<file path="config.mk">
export PLATFORM = sky130hd
export DESIGN_NAME = lsu_mem_ctrl_flat
export DESIGN_NICKNAME = d
export VERILOG_FILES = /design/src/rtl/lsu_mem_ctrl_if.sv /design/src/rtl/lsu_mem_ctrl.sv /design/src/flat_wrapper.sv
export SDC_FILE = /design/constraint.sdc
export NUM_CORES = 1
export LEC_CHECK = 0
export CELL_PAD_IN_SITES_DETAIL_PLACEMENT = 1
export CELL_PAD_IN_SITES_GLOBAL_PLACEMENT = 2
export CORE_MARGIN = 5
export CORE_UTILIZATION = 29
export DETAILED_ROUTE_END_ITERATION = 8
export PLACE_DENSITY_LB_ADDON = 0.1
export SLEW_MARGIN = 25
export SYNTH_ARGS = -nofsm -noshare
export SYNTH_HDL_FRONTEND = slang
export SYNTH_SLANG_ARGS = --single-unit
</file>
<file path="constraint.sdc">
create_clock -name clk -period 5.9 [get_ports clk]
set_clock_uncertainty 0.1 [all_clocks]
set_input_delay 0.885 -clock clk [delete_from_list [all_inputs] [get_ports clk]]
set_output_delay 0.885 -clock clk [all_outputs]
set_load 0.03 [all_outputs]
</file>
<file path="src/rtl/lsu_mem_ctrl_if.sv">
// Request, response and data-memory signals of the load/store unit.
// Latency: none; this is a bundle of wires.
// Backpressure: req_ready and resp_ready carry it; the memory side has no stall.
interface lsu_mem_ctrl_if #(
  parameter int n = 32
);
  logic         req_valid;
  logic         req_ready;
  logic         req_write;
  logic [2:0]   req_funct3;
  logic [n-1:0] req_addr;
  logic [n-1:0] req_wdata;
  logic         resp_valid;
  logic         resp_ready;
  logic [n-1:0] resp_rdata;
  logic         resp_error;
  logic [n-1:0] mem_addr;
  logic         mem_write_enable;
  logic [n-1:0] mem_write_data;
  logic [n-1:0] mem_read_data;

  // Core/execute side together with the memory model.
  modport master (
    output req_valid, req_write, req_funct3, req_addr, req_wdata, resp_ready,
    output mem_read_data,
    input  req_ready, resp_valid, resp_rdata, resp_error,
    input  mem_addr, mem_write_enable, mem_write_data
  );

  // The load/store controller itself.
  modport slave (
    input  req_valid, req_write, req_funct3, req_addr, req_wdata, resp_ready,
    input  mem_read_data,
    output req_ready, resp_valid, resp_rdata, resp_error,
    output mem_addr, mem_write_enable, mem_write_data
  );
endinterface

</file>
<file path="src/rtl/lsu_mem_ctrl.sv">
// Load/store controller: extends sub-word loads, read-modify-writes sub-word stores.
// Latency from accept edge T: error T+1, load/SW T+2, SB/SH T+3 to resp_valid.
// Backpressure: req_ready only in IDLE; response held until resp_ready.
module lsu_mem_ctrl #(
  parameter int n      = 32,
  parameter int ADDR_W = 10
) (
  input  logic         clk,
  input  logic         reset,
  lsu_mem_ctrl_if.slave bus
);

  localparam logic [2:0] S_IDLE   = 3'd0;
  localparam logic [2:0] S_LOAD   = 3'd1;
  localparam logic [2:0] S_STORE  = 3'd2;
  localparam logic [2:0] S_RMW_RD = 3'd3;
  localparam logic [2:0] S_RMW_WR = 3'd4;
  localparam logic [2:0] S_RESP   = 3'd5;

  logic [2:0]   state_q,  state_d;
  logic [n-1:0] addr_q,   addr_d;
  logic [n-1:0] wdata_q,  wdata_d;
  logic [2:0]   funct3_q, funct3_d;
  logic [n-1:0] merge_q,  merge_d;
  logic [n-1:0] rdata_q,  rdata_d;
  logic         error_q,  error_d;

  logic         req_err;
  logic [7:0]   lane_b;
  logic [15:0]  lane_h;
  logic [n-1:0] load_ext;
  logic [4:0]   shamt;
  logic [n-1:0] lane_mask;
  logic [n-1:0] lane_data;
  logic [n-1:0] merged;

  // Misalignment / illegal-funct3 check on the incoming request.
  always_comb begin
    logic misaligned;
    logic illegal;
    misaligned = ((bus.req_funct3[1:0] == 2'b01) && bus.req_addr[0]) ||
                 ((bus.req_funct3 == 3'b010) && (bus.req_addr[1:0] != 2'b00));
    if (bus.req_write)
      illegal = (bus.req_funct3 > 3'b010);
    else
      illegal = (bus.req_funct3 == 3'b011) || (bus.req_funct3[2:1] == 2'b11);
    req_err = misaligned || illegal;
  end

  // Lane extraction and sign/zero extension of the loaded word.
  always_comb begin
    lane_b = bus.mem_read_data[{addr_q[1:0], 3'b000} +: 8];
    lane_h = bus.mem_read_data[{addr_q[1], 4'b0000} +: 16];
    case (funct3_q[1:0])
      2'b00:   load_ext = {{(n-8){lane_b[7] & ~funct3_q[2]}}, lane_b};
      2'b01:   load_ext = {{(n-16){lane_h[15] & ~funct3_q[2]}}, lane_h};
      default: load_ext = bus.mem_read_data;
    endcase
  end

  // Merge of the store lane into the word captured during RMW_RD.
  always_comb begin
    shamt = {addr_q[1:0], 3'b000};
    if (funct3_q[0]) begin
      lane_mask = {{(n-16){1'b0}}, 16'hFFFF} << shamt;
      lane_data = {{(n-16){1'b0}}, wdata_q[15:0]} << shamt;
    end else begin
      lane_mask = {{(n-8){1'b0}}, 8'hFF} << shamt;
      lane_data = {{(n-8){1'b0}}, wdata_q[7:0]} << shamt;
    end
    merged = (merge_q & ~lane_mask) | lane_data;
  end

  // Next-state and datapath register update.
  always_comb begin
    state_d  = state_q;
    addr_d   = addr_q;
    wdata_d  = wdata_q;
    funct3_d = funct3_q;
    merge_d  = merge_q;
    rdata_d  = rdata_q;
    error_d  = error_q;
    case (state_q)
      S_IDLE: begin
        if (bus.req_valid) begin
          addr_d   = bus.req_addr;
          wdata_d  = bus.req_wdata;
          funct3_d = bus.req_funct3;
          rdata_d  = '0;
          error_d  = req_err;
          if (req_err)                     state_d = S_RESP;
          else if (!bus.req_write)         state_d = S_LOAD;
          else if (bus.req_funct3 == 3'b010) state_d = S_STORE;
          else                             state_d = S_RMW_RD;
        end
      end
      S_LOAD: begin
        rdata_d = load_ext;
        state_d = S_RESP;
      end
      S_STORE:  state_d = S_RESP;
      S_RMW_RD: begin
        merge_d = bus.mem_read_data;
        state_d = S_RMW_WR;
      end
      S_RMW_WR: state_d = S_RESP;
      S_RESP:   if (bus.resp_ready) state_d = S_IDLE;
      default:  state_d = S_IDLE;
    endcase
  end

  // State registers; reset abandons any in-flight access and pending response.
  always_ff @(posedge clk or posedge reset) begin
    if (reset) begin
      state_q  <= S_IDLE;
      addr_q   <= '0;
      wdata_q  <= '0;
      funct3_q <= '0;
      merge_q  <= '0;
      rdata_q  <= '0;
      error_q  <= 1'b0;
    end else begin
      state_q  <= state_d;
      addr_q   <= addr_d;
      wdata_q  <= wdata_d;
      funct3_q <= funct3_d;
      merge_q  <= merge_d;
      rdata_q  <= rdata_d;
      error_q  <= error_d;
    end
  end

  // The memory decodes only the low ADDR_W index bits; the rest pass through.
  assign bus.mem_addr         = {2'b00, addr_q[n-1:ADDR_W+2], addr_q[ADDR_W+1:2]};
  assign bus.mem_write_enable = (state_q == S_STORE) || (state_q == S_RMW_WR);
  assign bus.mem_write_data   = (state_q == S_STORE)  ? wdata_q :
                                (state_q == S_RMW_WR) ? merged  : '0;
  assign bus.req_ready        = (state_q == S_IDLE);
  assign bus.resp_valid       = (state_q == S_RESP);
  assign bus.resp_rdata       = rdata_q;
  assign bus.resp_error       = error_q;

endmodule

</file>
<file path="src/flat_wrapper.sv">
// flat-port wrapper written by rule: the top's interface ports become plain ports
module lsu_mem_ctrl_flat 
#(
  parameter int n      = 32,
  parameter int ADDR_W = 10
)
  (clk, reset, bus_req_valid, bus_req_write, bus_req_funct3, bus_req_addr, bus_req_wdata, bus_resp_ready, bus_mem_read_data, bus_req_ready, bus_resp_valid, bus_resp_rdata, bus_resp_error, bus_mem_addr, bus_mem_write_enable, bus_mem_write_data);
  lsu_mem_ctrl_if #(.n(n)) bus_i ();
  input  logic clk;
  input  logic reset;
  input wire logic [$bits(bus_i.req_valid)-1:0] bus_req_valid;
  input wire logic [$bits(bus_i.req_write)-1:0] bus_req_write;
  input wire logic [$bits(bus_i.req_funct3)-1:0] bus_req_funct3;
  input wire logic [$bits(bus_i.req_addr)-1:0] bus_req_addr;
  input wire logic [$bits(bus_i.req_wdata)-1:0] bus_req_wdata;
  input wire logic [$bits(bus_i.resp_ready)-1:0] bus_resp_ready;
  input wire logic [$bits(bus_i.mem_read_data)-1:0] bus_mem_read_data;
  output wire logic [$bits(bus_i.req_ready)-1:0] bus_req_ready;
  output wire logic [$bits(bus_i.resp_valid)-1:0] bus_resp_valid;
  output wire logic [$bits(bus_i.resp_rdata)-1:0] bus_resp_rdata;
  output wire logic [$bits(bus_i.resp_error)-1:0] bus_resp_error;
  output wire logic [$bits(bus_i.mem_addr)-1:0] bus_mem_addr;
  output wire logic [$bits(bus_i.mem_write_enable)-1:0] bus_mem_write_enable;
  output wire logic [$bits(bus_i.mem_write_data)-1:0] bus_mem_write_data;
  assign bus_i.req_valid = bus_req_valid;
  assign bus_i.req_write = bus_req_write;
  assign bus_i.req_funct3 = bus_req_funct3;
  assign bus_i.req_addr = bus_req_addr;
  assign bus_i.req_wdata = bus_req_wdata;
  assign bus_i.resp_ready = bus_resp_ready;
  assign bus_i.mem_read_data = bus_mem_read_data;
  assign bus_req_ready = bus_i.req_ready;
  assign bus_resp_valid = bus_i.resp_valid;
  assign bus_resp_rdata = bus_i.resp_rdata;
  assign bus_resp_error = bus_i.resp_error;
  assign bus_mem_addr = bus_i.mem_addr;
  assign bus_mem_write_enable = bus_i.mem_write_enable;
  assign bus_mem_write_data = bus_i.mem_write_data;
  lsu_mem_ctrl #(.n(n), .ADDR_W(ADDR_W)) u_core (.clk(clk), .reset(reset), .bus(bus_i));
endmodule
</file>
**Yosys cells after proc, flatten, opt, wreduce, memory -nomap -nowiden**

Cells that the tools add are included.

- Add/sub/neg operators: 0
- $mul: 0
- Div/mod/pow operators: 0
- Order comparisons: 1
- Eq/ne operators: 12
- Shift operators: 6
- Mux-type cells: 14
- Bitwise gates (word level): 6
- Reduce and logical (&&, ||, !) cells: 14

Operators by type and width:

| cell | number |
|---|---|
| 32-bit 2-to-1 mux | 5 |
| 32-bit case mux with 2 select lines | 2 |
| 32-bit AND | 1 |
| 32-bit NOT | 1 |
| 32-bit OR | 1 |
| 32-bit by 6-bit variable part select with 16-bit output | 1 |
| 32-bit by 6-bit variable part select with 8-bit output | 1 |
| 16-bit by 5-bit left shift with 32-bit output | 1 |
| 16-bit by 5-bit left shift with 32-bit output, first input constant | 1 |
| 8-bit by 5-bit left shift with 32-bit output | 1 |
| 8-bit by 5-bit left shift with 32-bit output, first input constant | 1 |
| 3-bit by 2-bit equality test with 1-bit output, second input constant | 4 |
| 3-bit 2-to-1 mux | 4 |
| 3-bit case mux with 4 select lines | 1 |
| 3-bit equality test, second input constant | 2 |
| 2-bit AND reduction | 3 |
| 2-bit by 1-bit equality test with 1-bit output, second input constant | 2 |
| 1-bit logical OR | 4 |
| 2-bit inequality test, second input constant | 2 |
| 2-bit nonzero test | 2 |
| 3-bit by 1-bit equality test with 1-bit output, second input constant | 1 |
| 3-bit by 2-bit greater-than comparator with 1-bit output, second input constant | 1 |
| 3-bit logical NOT | 1 |
| 3-bit OR reduction | 1 |
| other kinds (6) | 9 |

- Bits in registers: 135
- Bits in latches: 0
- Bits in writable memories: 0
- Bits in read-only memories: 0
- Input port bits: 104
- Output and inout port bits: 100
- Word-level logic and storage cells: 60
- Memories: 0

**Longest topological paths before layout**

- Word-level depth: 7
- Depth in mapped cells: 8
- Mapped depth without buffers: 4

**Worst setup path before layout**

Ideal clock, no wire load.

- Path type: flip-flop to output port
- Start: reg u_core.addr_q[1]
- End: out bus_mem_write_data[10]
- Data arrival time: 2037 ps
- Data required time: 4915 ps
- Path slack: 2878 ps
- Stages on the path, launching flop included: 7
- Buffers on the path: 2
- Path through: dfrtp_1 buf_2 buf_2 clkinv_1 nand2_1 o22ai_1 o31ai_1

- Longest elaborated chain between the ends: 7
- Elaborated cells on any way between the ends: 11
- Classes of those cells: shift (4); mux (4); bitwise (3)

RTL lines:

| what | RTL line | source |
|---|---|---|
| start: declaration | lsu_mem_ctrl.sv:21 | `logic [n-1:0] addr_q, addr_d;` |
| start signal: assignment | lsu_mem_ctrl.sv:124 | `addr_q <= addr_d;` |
| 16-bit by 5-bit left shift with 32-bit output or 8-bit by 5-bit left shift with 32-bit output (tied branches) | lsu_mem_ctrl.sv:65, lsu_mem_ctrl.sv:68 |  |
| 32-bit 2-to-1 mux | lsu_mem_ctrl.sv:64 | `if (funct3_q[0]) begin` |
| 32-bit NOT | lsu_mem_ctrl.sv:71 | `merged = (merge_q & ~lane_mask) \| lane_data;` |
| 32-bit AND | lsu_mem_ctrl.sv:71 |  |
| 32-bit OR (*) | lsu_mem_ctrl.sv:71 |  |
| 32-bit 2-to-1 mux (*) | lsu_mem_ctrl.sv:137 | `(state_q == S_RMW_WR) ? merged : '0;` |
| 32-bit 2-to-1 mux (*) | lsu_mem_ctrl.sv:136 | `assign bus.mem_write_data = (state_q == S_STORE) ? wdata_q :` |
| end: declaration | flat_wrapper.sv:24 | `output wire logic [$bits(bus_i.mem_write_data)-1:0] bus_mem_write_data;` |

Every way passes the cells marked *; elsewhere a longest branch is shown, timed or not.

**Worst setup path in the final report**

- Start: reg u_core.state_q[0]
- End: out bus_mem_write_data[7]

- Longest elaborated chain between the ends: 3
- Elaborated cells on any way between the ends: 4
- Classes of those cells: eq/ne (2); mux (2)

RTL lines:

| what | RTL line | source |
|---|---|---|
| start: declaration | lsu_mem_ctrl.sv:20 | `logic [2:0] state_q, state_d;` |
| start signal: assignment | lsu_mem_ctrl.sv:123 | `state_q <= state_d;` |
| 3-bit equality test | lsu_mem_ctrl.sv:137 |  |
| 32-bit 2-to-1 mux | lsu_mem_ctrl.sv:137 |  |
| 32-bit 2-to-1 mux (*) | lsu_mem_ctrl.sv:136 |  |

Marked as above.

==> flow_summary.toml <==
[outcome]
status = "finished clean"

[critical_path]
path_cells = "nand2b_2 > nor2_1 > a22o_1 > clkdlybuf4s50_1"
critical_path.max_stage_delay_ns = 0.88
worstPathArrival_ns = 3.43
cp_slowest_cell = "nor2_1"
critPathMaxFanout = 25
worstSetupEndpointType = "primary output"
worstPathRequired_ns = 4.91
critical_path_class = "register to primary output"
cp-start-kind = "register"

[die]
io_pins = 204
start_util = 0.2958
die_y_um = 165.2
die_w_um = 165.2
core_area_mm2 = 0.02361
die_area_mm2 = 0.02729
rows = 56

[routing]
drt-total-wl_um = 25430
drc_errors = 0
vias = 5799
ant_nets = 0
drt_pre_antenna_iters = 5
drt_iter0_markers = 230
vias_per_cell = 5.087
wire_per_inst_um = 22.30

[clock_network]
cts_resized = 0
cts_hold_buffers = 0
insertion_delay_ns = 0.42
numCtsBuffers = 17
clock_tree.root_cell = "clkbuf_16"
path_clk_slew_ns = 0.06
cts_max_level = 4
cts_setup_buffers = 0
clockBufferDepth = 2
cts_tree = "done"
cts.sinks = 135

[timing]
hold_slack_ns = 0.3899
fin_crit_ns = 4.419
fin_crit_sh = 0.7489
max_slew_margin = 0.3435
slew_violations = 0
hold_viol_final = 0
fin_setup_tns_ns = 0
setup_viol = 0
max_slew.worst_pin.slew_ns = 0.9811
grt_setup_unrepaired = "false"
timing.fmax_mhz = 226.3

[global_route]
grtUsageTotal = 0.1851
grt_pass1_wl_um = 38280
grt_pass1_vias = 6158
grt_overflow = 0
grt_antenna_before_repair = 0
grt_max_degree = 90

[hold_path]
min_path_type = "register to register"

[logic_synthesis]
synth.avg_cell_area_um2 = 10.52
synth_top_family_by_area = "compound AO/OA/AOI/OAI gates"
synth_most_common_cell = "dfrtp_1"
syn_inst = 664
synth_mux_area_frac = 0.1630
synth-edff-count = 0
syn-cell-area_mm2 = 0.006985
synth_fa_ha_area_frac = 0
async_flop_share = 1.000
synth_area_leader_cell = "dfrtp_1"
synth_xor_area_frac = 0
ys_top_cells_by_count = "dfrtp_1 (135), mux2_2 (84), nand2_1 (69)"
synthTopCellsByArea = "dfrtp_1 (48%), mux2_2 (14%), nand2_1 (3.7%), buf_4 (3.7%), mux2i_1 (2.4%)"
yosysUniqueCellTypes = 41
synth_flop_cell = "dfrtp_1"
ys_warn_count = 0
synthDominantCellAreaShare = 0.4836
synth-simple-area-share = 0.07666
yosysSeqAreaShare = 0.4836
ys_ff_latch = 135
synth-compound-area-share = 0.1868

[power_and_ir_drop]
power_density_mw_per_mm2 = 597.5
total_power_mw = 5.741
vdd_ir_drop_max_uv = 215.5
p_leak_nw = 3.964

[job]
drv_cap = 0

[final_layout]
num_antenna_cells = 0
syn_to_final_growth_pct = 37.54
fin_nets = 912
final_layout_size_suffix_gt1_frac = 0.1754
fin_cells = 1140
finish.utilization = 0.4069

[place]
post-place-cells = 1107
gp_congestion = 0.7800
hpwl_um = 18220
port-buffer-count = 201
[worst paths after layout]
kind	depth (start not counted)	startpoint	to	slack (ns)
setup / recovery	4	u_core.state_q[0]	bus_mem_write_data[7]	1.48
setup reg to reg	5	u_core.addr_q[1]	u_core.bus.resp_rdata[13]	3.02
min in group asynchronous	2	reset	u_core.addr_q[17]	0.94
hold / removal	2	u_core.merge_q[5]	u_core.merge_q[5]	0.39
hold reg to reg	2	u_core.merge_q[5]	u_core.merge_q[5]	0.39
max in group asynchronous	3	reset	u_core.merge_q[30]	3.63
[kinds of logic after synthesis]
group / after synthesis
other: 1
and+or+nand+nor: 128
AOI/OAI and AO/OA: 179
DFF: 135
muxes: 102
buffers and inverters: 119
[cell usage in the layout, fill, tap and decap left out, types with 5 or more instances in the layout]
cell type / count
a21o_1: 9
a21oi_1: 11
a221o_1: 6
a221o_2: 10
a221oi_1: 17
a22o_1: 16
a31oi_1: 8
buf_4: 7
clkbuf_16: 17
clkdlybuf4s50_1: 201
dfrtp_1: 134
inv_1: 32
inv_6: 6
mux2_2: 84
mux2i_1: 17
nand2_1: 69
nand2b_1: 5
nor2_1: 41
o211ai_1: 7
o21ai_0: 33
o22a_1: 8
o22ai_1: 24
o31ai_1: 17
o32ai_1: 8
[cell type report]
type,instances,area [um2]
Clock inverter,14,163.9
Inverter,34,132.6
Fill cell,2614,14000
Tap cell,319,399.1
Multi-Input combinational cell,411,3002
Sequential cell,135,3379
Clock buffer,18,439.2
Timing Repair Buffer,209,2092
[routing by layer]
| metal | share of wire | GRT usage |
|---|---|---|
| met1 | 0.46 | 0.2533 |
| met2 | 0.47 | 0.2947 |
| met3 | 0.057 | 0.04145 |
| met4 | 0.013 | 0.05293 |
| met5 | 0 | 0 |
[worst max-delay path, delay by kind of cell (launching register included)]
kind,cells,cell delay (ns)
DFF,1,0.60
and+or+nand+nor,2,1.45
buffers and inverters,1,0.69
AOI/OAI and AO/OA,1,0.28
[stage by stage]
stage	setup WS, ns	instance area [um2]
after floorplan	1.304	6989
after global placement	1.747	8969
after detailed placement	1.678	8975
after CTS	1.174	9578
after global routing	1.274	9608
final	1.481	9608
[power by group]
part / leakage [nW] / switching, mW / internal [mW]
sequential: 1.60 / 0.419 / 1.33
clock: 0.286 / 0.455 / 0.645
combinational: 2.08 / 1.63 / 1.27
total: 3.96 / 2.50 / 3.24
[state kept, by name, summed over array words and instances, names as in the netlist]
signal,cells
u_core.merge_q,32
u_core.wdata_q,32
u_core.bus.resp_error,1
u_core.addr_q,32
u_core.state_q,3
u_core.funct3_q,3
u_core.bus.resp_rdata,32
Note: power is estimated with default switching activity, not from simulation.
